[src/rtl/sram_bist.sv]
// March-style self-test sequencer for a 64 x 8 single-port SRAM.
// Writes a seed-derived pattern, reads it back, then repeats with the complement.
//
// state        | meaning
// -------------+---------------------------------------------------------
// ST_IDLE      | waiting for i_start, RAM pins quiet
// ST_WR        | write exp(addr) to addr, one location per cycle
// ST_RD_LATCH  | present addr, RAM registers it
// ST_RD_SAMPLE | RAM drives latched word, compare at closing edge
// ST_DONE      | one-cycle completion pulse, o_pass valid
module sram_bist (
    input  logic       i_clk,
    input  logic       i_rst,
    input  logic       i_start,
    input  logic [7:0] i_seed,
    output logic       o_ce,
    output logic       o_rw,
    output logic [5:0] o_addr,
    output logic [7:0] o_wdata,
    output logic       o_wdata_oe,
    input  logic [7:0] i_rdata,
    output logic       o_busy,
    output logic       o_done,
    output logic       o_pass,
    output logic [7:0] o_err_cnt,
    output logic [5:0] o_fail_addr,
    output logic [7:0] o_fail_exp,
    output logic [7:0] o_fail_got,
    output logic       o_fail_pass
);

    typedef enum logic [2:0] {
        ST_IDLE,
        ST_WR,
        ST_RD_LATCH,
        ST_RD_SAMPLE,
        ST_DONE
    } state_t;

    localparam logic [5:0] LAST_ADDR = 6'd63;

    state_t     state, state_nxt;
    logic [5:0] addr, addr_nxt;
    logic       pass, pass_nxt;
    logic [7:0] seed, seed_nxt;

    logic       pass_flag_nxt;
    logic [7:0] err_cnt_nxt;
    logic [5:0] fail_addr_nxt;
    logic [7:0] fail_exp_nxt;
    logic [7:0] fail_got_nxt;
    logic       fail_pass_nxt;

    logic [7:0] exp_cur;
    logic [7:0] exp_nxt;
    logic       mismatch;
    logic       busy_nxt;

    function automatic logic [7:0] pattern(input logic [7:0] s,
                                           input logic [5:0] a,
                                           input logic       p);
        logic [7:0] v;
        v = s + {2'b00, a};
        return p ? ~v : v;
    endfunction

    assign exp_cur  = pattern(seed, addr, pass);
    assign exp_nxt  = pattern(seed_nxt, addr_nxt, pass_nxt);
    assign mismatch = (i_rdata != exp_cur);

    always_comb begin
        state_nxt     = state;
        addr_nxt      = addr;
        pass_nxt      = pass;
        seed_nxt      = seed;
        pass_flag_nxt = o_pass;
        err_cnt_nxt   = o_err_cnt;
        fail_addr_nxt = o_fail_addr;
        fail_exp_nxt  = o_fail_exp;
        fail_got_nxt  = o_fail_got;
        fail_pass_nxt = o_fail_pass;

        case (state)
            ST_IDLE: begin
                if (i_start) begin
                    seed_nxt      = i_seed;
                    err_cnt_nxt   = 8'd0;
                    fail_addr_nxt = 6'd0;
                    fail_exp_nxt  = 8'd0;
                    fail_got_nxt  = 8'd0;
                    fail_pass_nxt = 1'b0;
                    pass_flag_nxt = 1'b0;
                    pass_nxt      = 1'b0;
                    addr_nxt      = 6'd0;
                    state_nxt     = ST_WR;
                end
            end

            ST_WR: begin
                // 6-bit increment wraps 63 -> 0 ready for the read sweep
                addr_nxt = addr + 6'd1;
                if (addr == LAST_ADDR) begin
                    state_nxt = ST_RD_LATCH;
                end
            end

            ST_RD_LATCH: begin
                state_nxt = ST_RD_SAMPLE;
            end

            ST_RD_SAMPLE: begin
                if (mismatch) begin
                    err_cnt_nxt = o_err_cnt + 8'd1;
                    if (o_err_cnt == 8'd0) begin
                        fail_addr_nxt = addr;
                        fail_exp_nxt  = exp_cur;
                        fail_got_nxt  = i_rdata;
                        fail_pass_nxt = pass;
                    end
                end
                if (addr != LAST_ADDR) begin
                    addr_nxt  = addr + 6'd1;
                    state_nxt = ST_RD_LATCH;
                end else if (!pass) begin
                    pass_nxt  = 1'b1;
                    addr_nxt  = 6'd0;
                    state_nxt = ST_WR;
                end else begin
                    pass_flag_nxt = (err_cnt_nxt == 8'd0);
                    state_nxt     = ST_DONE;
                end
            end

            ST_DONE: begin
                state_nxt = ST_IDLE;
            end

            default: begin
                state_nxt = ST_IDLE;
            end
        endcase
    end

    assign busy_nxt = (state_nxt == ST_WR) || (state_nxt == ST_RD_LATCH) ||
                      (state_nxt == ST_RD_SAMPLE);

    always_ff @(posedge i_clk) begin
        if (i_rst) begin
            state <= ST_IDLE;
            addr  <= 6'd0;
            pass  <= 1'b0;
            seed  <= 8'd0;
        end else begin
            state <= state_nxt;
            addr  <= addr_nxt;
            pass  <= pass_nxt;
            seed  <= seed_nxt;
        end
    end

    // RAM pins are registered from the next state so they line up with it
    always_ff @(posedge i_clk) begin
        if (i_rst) begin
            o_ce        <= 1'b0;
            o_rw        <= 1'b0;
            o_addr      <= 6'd0;
            o_wdata     <= 8'd0;
            o_wdata_oe  <= 1'b0;
            o_busy      <= 1'b0;
            o_done      <= 1'b0;
            o_pass      <= 1'b0;
            o_err_cnt   <= 8'd0;
            o_fail_addr <= 6'd0;
            o_fail_exp  <= 8'd0;
            o_fail_got  <= 8'd0;
            o_fail_pass <= 1'b0;
        end else begin
            o_ce        <= (state_nxt == ST_WR) || (state_nxt == ST_RD_LATCH);
            o_rw        <= (state_nxt == ST_WR) || (state_nxt == ST_RD_SAMPLE);
            o_addr      <= busy_nxt ? addr_nxt : 6'd0;
            o_wdata     <= (state_nxt == ST_WR) ? exp_nxt : 8'd0;
            o_wdata_oe  <= (state_nxt == ST_WR);
            o_busy      <= busy_nxt;
            o_done      <= (state_nxt == ST_DONE);
            o_pass      <= pass_flag_nxt;
            o_err_cnt   <= err_cnt_nxt;
            o_fail_addr <= fail_addr_nxt;
            o_fail_exp  <= fail_exp_nxt;
            o_fail_got  <= fail_got_nxt;
            o_fail_pass <= fail_pass_nxt;
        end
    end

endmodule

[config.mk]
export PLATFORM = sky130hd
export DESIGN_NAME = sram_bist
export DESIGN_NICKNAME = d
export VERILOG_FILES = /design/src/rtl/sram_bist.sv
export SDC_FILE = /design/constraint.sdc
export NUM_CORES = 1
export LEC_CHECK = 0
export BUFFER_PORTS_ARGS = -buffer_cell sky130_fd_sc_hd__buf_2
export CAP_MARGIN = 20
export CORE_MARGIN = 3
export CORE_UTILIZATION = 59
export DETAILED_ROUTE_END_ITERATION = 12
export PLACE_DENSITY = 0.87
export SLEW_MARGIN = 5
export SYNTH_ARGS = -nofsm -noshare
export SYNTH_HDL_FRONTEND = slang
export SYNTH_SLANG_ARGS = --single-unit
[constraint.sdc]
create_clock -name i_clk -period 7.9 [get_ports i_clk]
set_clock_uncertainty 0.15 [all_clocks]
set_input_delay 0.395 -clock i_clk [delete_from_list [all_inputs] [get_ports i_clk]]
set_output_delay 0.395 -clock i_clk [all_outputs]
set_load 0.01 [all_outputs]
==> results, run 1 <==
- The run finished with clean final reports.
- The adder and majority gate portion of the synthesized area is 6.37%.
- The largest voltage drop on the vdd net is 0.118 mV.
- The combined area of all synthesized cells is 3580 sq um.
- The detailed-route wire length per cell is 15.0 um.
- In this run the mean area of a mapped cell was 8.36 sq um.
- The share of flip-flops with an asynchronous set or reset is 0%.
- Summed over all cells, the static leakage comes to 0.00181 uW.
- The type of the tightest min-delay check is in -> reg.
- The total number of clock tree sinks is 69.
- The H-tree generated during clock tree synthesis spans 3 levels.
- Setup violations remaining at the end of the flow were counted as 0.
- Total power for the finished layout comes to 745 uW.
- The iteration-0 DRC count of the detailed router is 186.
- The clock buffer count from CTS is 9.
- The share of total power dissipated in sequential elements is 48.5%.
- Dividing total power by cell area gives a power density of 181 nW/um^2.
- In this run the tool buffered the top-level ports with 69 buffer cells.
- The minimum clock period after layout is 3.86 ns.
- The combinational group share of total power is 10.9%.
- The slew at the pin closest to its max-slew limit is 0.945 ns.
- The post-CTS clock slew at the launch and capture registers of the worst setup and hold paths is 0.07 ns.
- The switching share of power is 23.8%.
- No sink is reached through more buffers than the 2 on the longest clock path.
- Setup repair after global routing left no endpoint under its margin.
- By area, the combinational part of the netlist is dominated by simple AND/OR/NAND/NOR gates.
- The first-pass iteration count of the detailed router is 4.
- The share of the Yosys chip area taken by registers is 38.6%.
- The total routing resource utilization after global routing is 23.9%.
- In the final layout, the share of cells above drive strength 1 is 20.0%.
- The post-route antenna net violation count is 0.
- The most used flip-flop cell after synthesis is sky130_fd_sc_hd__dfxtp_1.
- The HPWL after detailed placement is 6.03 mm.
- After filler insertion, the fill cell instance count of the layout stands at 450.
- The portion of synthesized area spent on multiplexers is 3.04%.
- After Yosys synthesis, and, or, nand and nor cells account for 22.1% of the synthesized area.
- The die covers 7030 sq um.
- Counting every net in the synthesized netlist gives 464.
- TritonCTS built the clock tree.
- On the final layout, the worst hold slack is 0.165 ns.
- The worst hold path begins at i_rdata[2].
- The pin count of the biggest net entering global routing is 44.
- The number of setup buffers added after CTS is 0.
- The post-synthesis share of cell area spent on xor and xnor gates is 9.09%.
- The footprint of the flip-flops and latches is 1380 sq um.
- The number of global-route vias before repair is 2992.
- The kind of end point of the critical path is a flip-flop.
- The initial core utilization is 63.0%.
- The worst path uses 48.9% of the clock period.
- From bottom edge to top edge, the die measures 83.9 um.
- The multi-input combinational cells in the finished layout cover a total of 2020 sq um.
- The number of rows created at floorplan is 27.
- The number of synthesized flops with an enable pin is 0.
- Compared with the post-synthesis result, the final layout area differs by 15.2%.
- The complex-gate fraction of the synthesized area is 15.8%.
- STA classifies the critical path startpoint as a flip-flop.
- The number of cells produced by synthesis is 428.
- After the last flow step, the layout net total stands at 521.
- Cell internal power was estimated by the tool at 568 uW.
- The die width is 83.9 um.
- The DRC violation count after routing is 0.
- Summing all placed instances gives a cell area of 3910 sq um.
- The launching point of the worst reg2reg path is addr[1].
- The number of resized instances in the post-cts repair step is 0.
- The number of hold violations in the final report is 0.
- Static timing analysis puts the maximum clock frequency at 259 MHz.
- Setup total negative slack on the finished layout was measured at 0 ns.
- In this run the register-to-register setup slack is 4.04 ns.
- The number of hold buffers added after CTS was 0.
- The count of vias placed by the detailed router is 3214.
- The number of antenna violations at the first check in global routing came to 0.
- The number of vias per cell after detailed routing is 5.72.
- The terminus of the critical flop-to-flop path is o_wdata[7].
- The data arrival time at the worst-slack endpoint is 3.90 ns.
- The start-to-end type of the worst setup path is reg -> reg.
- The max-capacitance violation count is 0.
- The finished cells cover 4120 sq um.
- The later-pin clock latency in the skew report is 0.34 ns.
- After floorplanning, the core was sized to cover 5680 sq um.
- The global-route wire length before repair is 14.0 mm.
- In this run the tightest slew margin relative to its limit is 36.9%.
- The number of cell instances on the worst register-to-register path is 17.
- The count of warnings emitted by yosys is 0.
- The hold path depth is 3.
- The final weighted congestion in routability-driven placement is 0.843.
- The root buffer cell is sky130_fd_sc_hd__clkbuf_8.
- The proportion of power drawn by the clock network is 40.6%.
- The final-report max-slew violation count is 0.
- The number of antenna diodes in the final layout is 0.
- In this run the count of I/O pins placed on the die edge is 70.
- For hold timing, the worst endpoint is o_fail_got[2].
- The total wirelength of the detailed-routed design is 8.43 mm.
- The worst endpoint required time is 7.94 ns.
- The netlist uses 49 different library cells.
- The total overflow left after global routing is 0.
- The flip-flop and latch count after synthesis is 69.
- Of all nets on the critical path, the largest fanout is 8.
- In this run the power spent charging and discharging nets is 177 uW.
## registers in the layout, indices dropped and copies added, names as in the netlist
register and flops:
addr 6, o_addr 6, o_busy 1, o_ce 1
o_done 1, o_err_cnt 8, o_fail_addr 6, o_fail_exp 8
o_fail_got 8, o_fail_pass 1, o_pass 1, o_rw 1
o_wdata 8, o_wdata_oe 1, pass 1, seed 8
state 3
## cells in the final DEF, fill, tap and decap left out, types with 8 or more instances in the layout
master	count
sky130_fd_sc_hd__dfxtp_1	69
sky130_fd_sc_hd__buf_2	69
sky130_fd_sc_hd__a21oi_1	46
sky130_fd_sc_hd__nand2_1	43
sky130_fd_sc_hd__nor2_1	39
sky130_fd_sc_hd__nand3_1	33
sky130_fd_sc_hd__xnor2_1	21
sky130_fd_sc_hd__inv_1	17
sky130_fd_sc_hd__ha_1	15
sky130_fd_sc_hd__xor2_1	13
sky130_fd_sc_hd__o21ai_0	12
sky130_fd_sc_hd__and2_1	9
sky130_fd_sc_hd__clkbuf_8	9
sky130_fd_sc_hd__nor3_1	8
## how the worst max path moves through the flow
stage,end,startpoint,depth (start not counted)
floorplan,o_wdata[6],addr[0],17
global placement,o_wdata[6],addr[1],16
detailed placement,o_wdata[7],addr[1],17
CTS,o_wdata[7],addr[1],17
global route,o_wdata[7],addr[1],17
finish,o_wdata[7],addr[1],17
## logic make-up after synthesis
logic type                 Yosys count
buffers and inverters               42
xor gates and xnor gates            35
adders and majority gates           17
AOI/OAI and AO/OA                   91
and+or+nand+nor                    164
DFF                                 69
muxes                               10
## metrics by stage
| stage | utilization (%) | cells | setup slack, ns |
|---|---|---|---|
| floorplan | - | 428 | 4.48 |
| global placement | 68.9 | 546 | 4.19 |
| detailed placement | 68.9 | 546 | 4.07 |
| CTS | 72.6 | 562 | 4.05 |
| global route | 72.6 | 562 | 3.80 |
| finish | 72.6 | 562 | 4.04 |
## layout make-up
cell class                 count  area share [%]
clock buffer                  12            3.28
timing repair buffer          71            8.75
clock inverter                 4            1.76
sequential                    69            33.5
multi-input combinational    317            49.0
inverter                      17            1.55
tap                           72            2.19
## per-layer routing
metal	global-route usage, %	part of all wire (%)
met1	30.7	44
met2	39.1	48
met3	5.82	6.7
met4	8.19	1.4
met5	0	0
## power by group through the flow
| stage | registers [uW] | logic (uW) | clock network, uW |
|---|---|---|---|
| 3_3_place_gp | 369 | 77.9 | 0 |
| 2_1_floorplan | 371 | 56.3 | 0 |
| 6_report | 361 | 81.3 | 303 |
| 4_1_cts | 361 | 81.1 | 309 |
| 5_1_grt | 362 | 89.7 | 327 |
| 3_5_place_dp | 369 | 80.1 | 0 |
## Yosys cell counts, drive strengths merged (2+ instances only)
cell,number,area (sq um)
a21oi,46,230
mux2i,3,30.0
nand2,43,161
nor3,8,40.0
buf,8,51.3
a2111oi,2,17.5
fa,2,40.0
nand2b,5,31.3
inv,17,63.8
nand3,34,175
o31ai,2,15.0
o21a,2,15.0
nor2,39,146
xor2,14,141
clkbuf,17,63.8
o21ai,13,65.1
or4,3,26.3
a22oi,3,22.5
ha,15,188
xnor2,21,184
or3,3,18.8
a221oi,3,32.5
and3,7,43.8
mux2,7,78.8
nor2b,4,25.0
and4,3,26.3
nor4,2,12.5
and2,10,62.6
a311oi,7,61.3
dfxtp,69,1380
or2,2,12.5
a31oi,2,12.5
a21o,5,37.5
## worst max-delay path: stages, from the launching register on
cell	delay, ns
sky130_fd_sc_hd__dfxtp_1	0.38
sky130_fd_sc_hd__ha_1	0.23
sky130_fd_sc_hd__and3_1	0.22
sky130_fd_sc_hd__and3_1	0.27
sky130_fd_sc_hd__nand2_1	0.09
sky130_fd_sc_hd__a21oi_1	0.07
sky130_fd_sc_hd__or2_2	0.32
sky130_fd_sc_hd__a22oi_1	0.39
sky130_fd_sc_hd__inv_1	0.15
sky130_fd_sc_hd__ha_1	0.32
sky130_fd_sc_hd__a21o_1	0.15
sky130_fd_sc_hd__a21oi_1	0.22
sky130_fd_sc_hd__nor2b_1	0.07
sky130_fd_sc_hd__o21ai_0	0.17
sky130_fd_sc_hd__nand2b_1	0.12
sky130_fd_sc_hd__a21oi_1	0.18
sky130_fd_sc_hd__or3_1	0.13
sky130_fd_sc_hd__a21oi_1	0.06
Power figures use the tool's default switching activity.
==> run 2: changes to the inputs <==
--- a/config.mk
+++ b/config.mk
@@ -5,12 +5,13 @@
 export SDC_FILE = /design/constraint.sdc
 export NUM_CORES = 1
 export LEC_CHECK = 0
+export ABC_AREA = 1
 export BUFFER_PORTS_ARGS = -buffer_cell sky130_fd_sc_hd__buf_2
 export CAP_MARGIN = 20
 export CORE_MARGIN = 3
-export CORE_UTILIZATION = 59
+export CORE_UTILIZATION = 51
 export DETAILED_ROUTE_END_ITERATION = 12
-export PLACE_DENSITY = 0.87
+export PLACE_DENSITY = 0.79
 export SLEW_MARGIN = 5
 export SYNTH_ARGS = -nofsm -noshare
 export SYNTH_HDL_FRONTEND = slang
==> constraint.sdc (replaced) <==
create_clock -name i_clk -period 3.3 [get_ports i_clk]
set_clock_uncertainty 0.15 [all_clocks]
set_input_delay 0.165 -clock i_clk [delete_from_list [all_inputs] [get_ports i_clk]]
set_output_delay 0.165 -clock i_clk [all_outputs]
set_load 0.01 [all_outputs]
==> results, run 2 <==
- The flow ran to the end, and the final reports show no timing, DRC or antenna violations.
- The clock buffer count from CTS is 9 (unchanged).
- The final weighted congestion in routability-driven placement is 0.941 (+12%).
- The largest voltage drop on the vdd net is 0.326 mV (+180%).
- The number of vias per cell after detailed routing is 5.18 (-9.5%).
- Setup repair after global routing could not meet its margin everywhere.
- The area share of the largest cell type after synthesis is 34.1% (-4.5 points).
- The count of vias placed by the detailed router came to 3987 (+24%).
- The data arrival time at the worst-slack endpoint came to 3.39 ns (-0.51 ns).
- The launch point of the critical path is addr[1].
- The post-detailed-placement cell area is 4500 sq um (+15%).
- The iteration-0 DRC count of the detailed router is 227 (+22%).
- The total congestion overflow is 0 (unchanged).
- The share of flip-flops with an asynchronous set or reset is 0% (unchanged).
- The number of nets in the synthesized netlist is 605 (+30%).
- The max-capacitance violation count is 0 (unchanged).
- The critical-path maximum fanout came to 5 (-3).
- The vertical die dimension is 95.1 um (+13%).
- The critical path is of the reg -> reg type.
- The worst setup path is captured at a flip-flop.
- The standby leakage power is 0.00246 uW (+36%).
- The cell with the most instances after synthesis is sky130_fd_sc_hd__nand2_1.
- The launching point of the worst reg2reg path is addr[1].
- The worst setup path is launched from a flip-flop.
- The total power divided by cell area came to 378 nW/um^2 (+110%).
- The detailed-route wire length per cell is 14.2 um (-5.4%).
- The count of filler cells inserted in the layout is 645 (+43%).
- The post-CTS clock slew at the launch and capture registers of the worst setup and hold paths is 0.07 ns (about the same).
- The area added between synthesis and finish is 24.5%.
- The first-pass iteration count of the detailed router is 5 (+1).
- The core occupancy in the finished layout came to 67.3% (-5.3 points).
- The number of antenna diodes is 0 (unchanged).
- The fraction of final layout cells with drive strength greater than 1 was 28.5% (+8.5 points).
- The end of the critical path is o_wdata[6].
- The largest stage delay on the critical path came to 0.41 ns (+0.02 ns).
- The die width came to 95.1 um (+13%).
- The register-to-register setup slack is 0.07 ns (-3.97 ns).
- The total routing resource utilization after global routing was 24.4% (+0.47 points).
- TritonCTS built the clock tree.
- The core area came to 7490 sq um (+32%).
- The later-pin clock latency in the skew report is 0.36 ns (+0.02 ns).
- The pin count of the biggest net entering global routing is 28 (-36%).
- The number of global-route vias before repair is 3820 (+28%).
- The setup violation total in the final timing report is 0 (unchanged).
- The largest area contributor in the netlist is sky130_fd_sc_hd__dfxtp_1.
- The commonest cells after synthesis are sky130_fd_sc_hd__nand2_1 (134), sky130_fd_sc_hd__inv_1 (88), sky130_fd_sc_hd__dfxtp_1 (69).
- The global-route wire length before repair is 17.2 mm (+23%).
- The number of unique standard cell types used by synthesis is 44 (-10%).
- The post-route antenna net violation count is 0 (unchanged).
- The worst hold slack across all endpoints was 0.0921 ns (-0.0732 ns).
- The most used flip-flop cell after synthesis is sky130_fd_sc_hd__dfxtp_1.
- Leaving out fill and tap cells, the most frequent cells in the layout are sky130_fd_sc_hd__nand2_1 (131), sky130_fd_sc_hd__inv_1 (85), sky130_fd_sc_hd__buf_2 (69).
- The number of buffers added on ports is 69 (unchanged).
- The sequential element share of the synthesized area is 34.1% (-4.5 points).
- The count of warnings emitted by yosys is 0 (unchanged).
- The number of synthesized flops with an enable pin came to 0 (unchanged).
- The H-tree level count is 3 (unchanged).
- The slowest cell on the critical path is sky130_fd_sc_hd__fa_2.
- The total number of clock tree sinks is 69 (unchanged).
- The DRC violation count after routing is 0 (unchanged).
- The slew at the pin closest to its max-slew limit came to 0.535 ns (-0.410 ns).
- The number of rows created at floorplan is 31 (+15%).
- After synthesis, the cell types taking the most area are sky130_fd_sc_hd__dfxtp_1 (34%), sky130_fd_sc_hd__nand2_1 (12%), sky130_fd_sc_hd__inv_1 (8.2%).
- The combined area of all synthesized cells is 4050 sq um (+13%).
- The minimum clock period after layout is 3.23 ns (-0.629 ns).
- The tightest min-delay check is of the in -> reg type.
- The final standard cell area without fillers came to 5040 sq um (+22%).
- The maximum achievable frequency is 309 MHz (+19%).
- The mean instance size in the synthesized netlist is 7.11 sq um (-15%).
- The number of hold violations in the final report was 0 (unchanged).
- The HPWL after detailed placement is 7.83 mm (+30%).
- The buffer depth of the longest clock path was 2 (unchanged).
- The most frequent standard cell in the layout excluding fill and tap cells is sky130_fd_sc_hd__nand2_1.
- The total die area is 9040 sq um (+29%).
- The number of primary I/O pins is 70 (unchanged).
- The total negative slack for setup checks was 0 ns (unchanged).
- In this run the clock root is driven by a sky130_fd_sc_hd__clkbuf_8.
- The number of antenna violations at the first check in global routing is 0 (unchanged).
- The worst endpoint required time came to 3.46 ns (-4.48 ns).
- The number of cell instances on the worst register-to-register path was 24 (+7).
- The post-route fraction of the period consumed by the critical path was 98.0% (+49 points).
- Traced cell by cell, the critical path runs through ha_4 > nand2_1 > nor2_1 > inv_1 > nor2_2 > inv_2 > nor2_4 > inv_2 > nor2_4 > nor2_2 > inv_1 > nor2_2 > a21oi_2 > ha_2 > fa_2 > nand3_2 > nand2_2 > nand2_2 > nand2_2 > a21oi_2 > xor2_1 > xor2_1 > nand2_1 > inv_1.
- The initial core utilization is 54.1% (-9.0 points).
- The net total in the final layout came to 703 (+35%).
- In this run the critical register-to-register path is captured at o_wdata[6].
- The number of cells produced by synthesis is 569 (+33%).
- The power consumption is 1900 uW (+160%).
- The total wirelength of the detailed-routed design is 10.9 mm (+30%).
- The worst slew margin relative to its limit is 63.9% (+27 points).
- The flip-flop and latch count after synthesis came to 69 (unchanged).
- The final-report max-slew violation count is 0 (unchanged).
run 2: kinds of logic after synthesis:
kind of cell | Yosys count | share of synthesized area [%]
flip-flops | 69 | 34.1
multiplexers | 2 | 0.495
AO/OA/AOI/OAI | 75 | 11.2
XOR/XNOR | 21 | 4.92
buffers and inverters | 108 | 11.1
adder cells (fa/ha/maj) | 17 | 5.63
AND/OR/NAND/NOR | 277 | 32.6
run 2: worst min-delay path by stage:
stage	from	depth (start not counted)	slack (ns)	endpoint
after detailed placement	i_seed[0]	3	0.29	seed[0]
after floorplan	i_rst	1	0.09	o_rw
after global placement	i_seed[3]	3	0.28	seed[3]
after CTS	i_rst	2	0.08	o_fail_exp[5]
after global routing	i_rst	2	0.12	o_fail_exp[0]
final	i_rst	2	0.09	o_fail_exp[5]
run 2: metal layers:
metal	track usage [%]	wire length [um]	up-vias	part of all wire, %
li1	-	-	1990	-
met1	28.1	4440	1823	41
met2	42.7	5530	140	51
met3	5.76	591	34	5.4
met4	10.6	371	0	3.4
met5	0	0	-	0
run 2: cell type report:
class / count / area [sq um] / area share, %
well taps: 99 / 124 / 2.46
clock inverters: 6 / 65.1 / 1.29
inverters: 94 / 365 / 7.25
clock buffers: 9 / 124 / 2.46
repair buffers: 101 / 629 / 12.5
flip-flops and latches: 69 / 1380 / 27.5
multi-input cells: 392 / 2340 / 46.6
run 2: stage by stage:
step	setup slack [ns]	std cells
after global placement	0.153	733
after CTS	0.0372	764
final	0.0674	770
after floorplan	0.197	569
after global routing	-0.140	770
after detailed placement	0.00553	733
run 2: critical path, delay by kind of cell, from the launching register on:
| family | cells | cell delay [ns] |
|---|---|---|
| flops | 1 | 0.34 |
| buf+inv | 5 | 0.44 |
| compound gates | 2 | 0.20 |
| xor+xnor | 2 | 0.34 |
| simple gates | 12 | 0.92 |
| fa+ha+maj | 3 | 0.78 |
run 2: power breakdown:
| group | total, uW | switching, uW | internal, uW |
|---|---|---|---|
| Sequential | 873 | 13.9 | 859 |
| Combinational | 346 | 212 | 134 |
| Clock | 686 | 342 | 344 |
| Total | 1900 | 568 | 1340 |
run 2: what timing repair did:
action / CTS / global route
setup buffers: 0 / 7
hold buffers: 16 / 0
setup endpoints to repair: 1 / 3
pin swaps: 0 / 18
gates resized for setup: 1 / 43
hold endpoints to repair: 16 / 0
==> run 3: changes to the inputs <==
--- a/config.mk
+++ b/config.mk
@@ -5,13 +5,15 @@
 export SDC_FILE = /design/constraint.sdc
 export NUM_CORES = 1
 export LEC_CHECK = 0
-export ABC_AREA = 1
 export BUFFER_PORTS_ARGS = -buffer_cell sky130_fd_sc_hd__buf_2
 export CAP_MARGIN = 20
+export CELL_PAD_IN_SITES_DETAIL_PLACEMENT = 2
+export CELL_PAD_IN_SITES_GLOBAL_PLACEMENT = 2
 export CORE_MARGIN = 3
-export CORE_UTILIZATION = 51
+export CORE_UTILIZATION = 29
 export DETAILED_ROUTE_END_ITERATION = 12
-export PLACE_DENSITY = 0.79
+export GPL_TIMING_DRIVEN = 0
+export PLACE_DENSITY = 0.77
 export SLEW_MARGIN = 5
 export SYNTH_ARGS = -nofsm -noshare
 export SYNTH_HDL_FRONTEND = slang
==> results, run 3 (same netlist as run 1, synthesis figures left out) <==
- The number of hold violations in the final report came to 0 (unchanged).
- The count of filler cells inserted in the layout was 1269 (+97%).
- The HPWL after detailed placement is 8.78 mm (+12%).
- The worst setup path is launched from a flip-flop.
- The die width is 117 um (+23%).
- The number of cell instances on the worst register-to-register path is 10 (-58%).
- The largest voltage drop on the vdd net is 0.279 mV (-14%).
- The slew at the pin closest to its max-slew limit came to 0.998 ns (+0.463 ns).
- The met2 capacity usage during global routing was 35.9% (-6.8 points).
- The maximum achievable frequency is 286 MHz (-7.6%).
- The number of primary I/O pins is 70 (unchanged).
- The pin count of the biggest net entering global routing came to 12 (-57%).
- The number of buffers added on ports is 68 (-1.4%).
- The buffer depth of the longest clock path came to 2 (unchanged).
- The setup violation total in the final timing report came to 34 (+34).
- The detailed-route wire length per cell is 22.6 um (+59%).
- The area added between synthesis and finish is 50.9%.
- The met1 track demand over resource in global routing is 24.4% (-3.8 points).
- The total wirelength of the detailed-routed design was 15.7 mm (+44%).
- The number of global-route vias before repair is 3873 (+1.4%).
- The flow ran to the end, but the final reports show violations.
- The core occupancy in the finished layout is 46.1% (-21 points).
- The clock buffer count from CTS was 9 (unchanged).
- The power consumption is 2200 uW (+16%).
- The global-route wire length before repair is 20.9 mm (+21%).
- TritonCTS built the clock tree.
- The footprint of the flip-flops and latches came to 1400 sq um (+0.81%).
- The iteration-0 DRC count of the detailed router is 249 (+9.7%).
- The hold path startpoint is i_start.
- The total routing resource utilization after global routing is 20.1% (-4.2 points).
- The initial core utilization is 30.5% (-24 points).
- The number of antenna violations at the first check in global routing is 0 (unchanged).
- The worst setup path is captured at a flip-flop.
- Setup repair after global routing could not meet its margin everywhere.
- The number of antenna diodes came to 0 (unchanged).
- The H-tree level count is 3 (unchanged).
- The top cell types in the final layout, fill and taps aside, are sky130_fd_sc_hd__buf_2 (69), sky130_fd_sc_hd__dfxtp_1 (62), sky130_fd_sc_hd__nor2_1 (39).
- The standby leakage power came to 0.00220 uW (-11%).
- The startpoint identified for the worst register-to-register timing path is addr[4].
- The total die area is 13700 sq um (+52%).
- The library cell used most frequently in the layout, excluding fill and tap cells, is sky130_fd_sc_hd__buf_2.
- The total number of clock tree sinks came to 69 (unchanged).
- Tracing the worst setup path back leads to its startpoint at addr[4].
- The vertical die dimension came to 117 um (+23%).
- The fraction of final layout cells with drive strength greater than 1 is 43.8% (+15 points).
- The worst slew margin relative to its limit is 33.4% (-31 points).
- The minimum clock period after layout is 3.50 ns (+0.266 ns).
- The later-pin clock latency in the skew report is 0.35 ns (about the same).
- The root buffer cell is sky130_fd_sc_hd__clkbuf_16.
- The routing usage on met3 was 4.94% (-0.83 points).
- The total congestion overflow is 0 (unchanged).
- The final critical-path setup slack is -0.198 ns (-0.266 ns).
- The number of rows created at floorplan came to 39 (+26%).
- The type of the tightest min-delay check is in -> reg.
- The hold path depth is 3 (+1).
- The placement-stage worst setup slack is -0.544 ns (-0.549 ns).
- The final weighted congestion in routability-driven placement came to 0.832 (-12%).
- The post-route fraction of the period consumed by the critical path is 106% (+8.1 points).
- The start-to-end type of the worst setup path is reg -> reg.
- The DRC violation count after routing is 0 (unchanged).
- The final-report max-slew violation count is 0 (unchanged).
- The total power divided by cell area is 408 nW/um^2 (+8.0%).
- The post-CTS clock slew at the launch and capture registers of the worst setup and hold paths is 0.06 ns (about the same).
- The critical-path maximum fanout is 8 (+3).
- The core area came to 11700 sq um (+56%).
- The number of vias per cell after detailed routing came to 5.37 (+3.6%).
- The data arrival time at the worst-slack endpoint is 3.64 ns (+0.25 ns).
- The first-pass iteration count of the detailed router is 4 (-1).
- The post-route antenna net violation count is 0 (unchanged).
- The final reports fail on negative setup slack.
- The max-capacitance violation count is 0 (unchanged).
- The combined area of the multi-input logic cells was 2560 sq um (+9.3%).
- The layer with the highest usage is met2.
- The worst endpoint required time came to 3.44 ns (-0.02 ns).
- The net total in the final layout is 583 (-17%).
- The count of vias placed by the detailed router is 3729 (-6.5%).
## run 3: changes by cell type in the layout (fill, tap and decap cells not counted), sizes merged, moves of 14 or more
cell,delta
clkbuf,+19
inv,-76
buf,+23
nor2,-17
xnor2,+14
nand2,-111
## run 3: through the flow
| stage | std cells | hold slack, ns | cell area [sq um] | setup TNS (ns) |
|---|---|---|---|---|
| 2_1_floorplan | 428 | 0.151 | 3590 | -0.0450 |
| 6_report | 695 | 0.0522 | 5400 | -3.01 |
| 3_3_place_gp | 639 | 0.286 | 4110 | -9.45 |
| 4_1_cts | 675 | 0.0148 | 4760 | -0.0706 |
| 3_5_place_dp | 639 | 0.288 | 4110 | -11.49 |
| 5_1_grt | 695 | 0.0729 | 5400 | -7.45 |
## run 3: routing by layer
| metal | vias to the layer above | part of all wire [%] |
|---|---|---|
| met2 | 83 | 54 |
| met1 | 1896 | 41 |
| met5 | - | 0 |
| li1 | 1723 | - |
| met4 | 0 | 2.2 |
| met3 | 27 | 3.1 |
## run 3: what timing repair did
| action | CTS | global route |
|---|---|---|
| hold buffers | 9 | 0 |
| setup endpoints to repair | 38 | 36 |
| gates resized for setup | 40 | 112 |
| pin swaps | 19 | 57 |
| buffers inserted | 13 | 19 |
| hold endpoints to repair | 9 | 0 |
| gates cloned | 0 | 2 |
## run 3: cell type report
cell class | instances | share of cell area [%]
Inverter | 17 | 1.18
Clock inverter | 4 | 1.34
Sequential cell | 69 | 25.8
Multi-Input combinational cell | 317 | 47.5
Timing Repair Buffer | 111 | 14.0
Tap cell | 143 | 3.31
Clock buffer | 12 | 4.38
Buffer | 22 | 2.48
## run 3: final timing paths
path | slack, ns | endpoint
max | -0.20 | o_pass
min | 0.05 | state[0]
max reg2reg | -0.20 | o_pass
min reg2reg | 0.32 | o_fail_addr[0]
## run 3: worst max-delay path: stages, from the launching register on
cell and delay (ns):
sky130_fd_sc_hd__dfxtp_1 0.42, sky130_fd_sc_hd__ha_1 0.43, sky130_fd_sc_hd__nor2b_1 0.37, sky130_fd_sc_hd__nor2_1 0.12
sky130_fd_sc_hd__o2bb2ai_2 0.20, sky130_fd_sc_hd__mux2_2 0.37, sky130_fd_sc_hd__or4_4 0.60, sky130_fd_sc_hd__buf_6 0.15
sky130_fd_sc_hd__or4_4 0.41, sky130_fd_sc_hd__nand2_2 0.09, sky130_fd_sc_hd__a32o_1 0.12
## run 3: power by group
group | internal, uW | switching [uW] | leakage [uW] | total (uW)
sequential | 853 | 17.4 | 0.000563 | 871
combinational | 123 | 167 | 0.00149 | 289
clock | 661 | 383 | 0.000147 | 1040
total | 1640 | 567 | 0.00220 | 2200
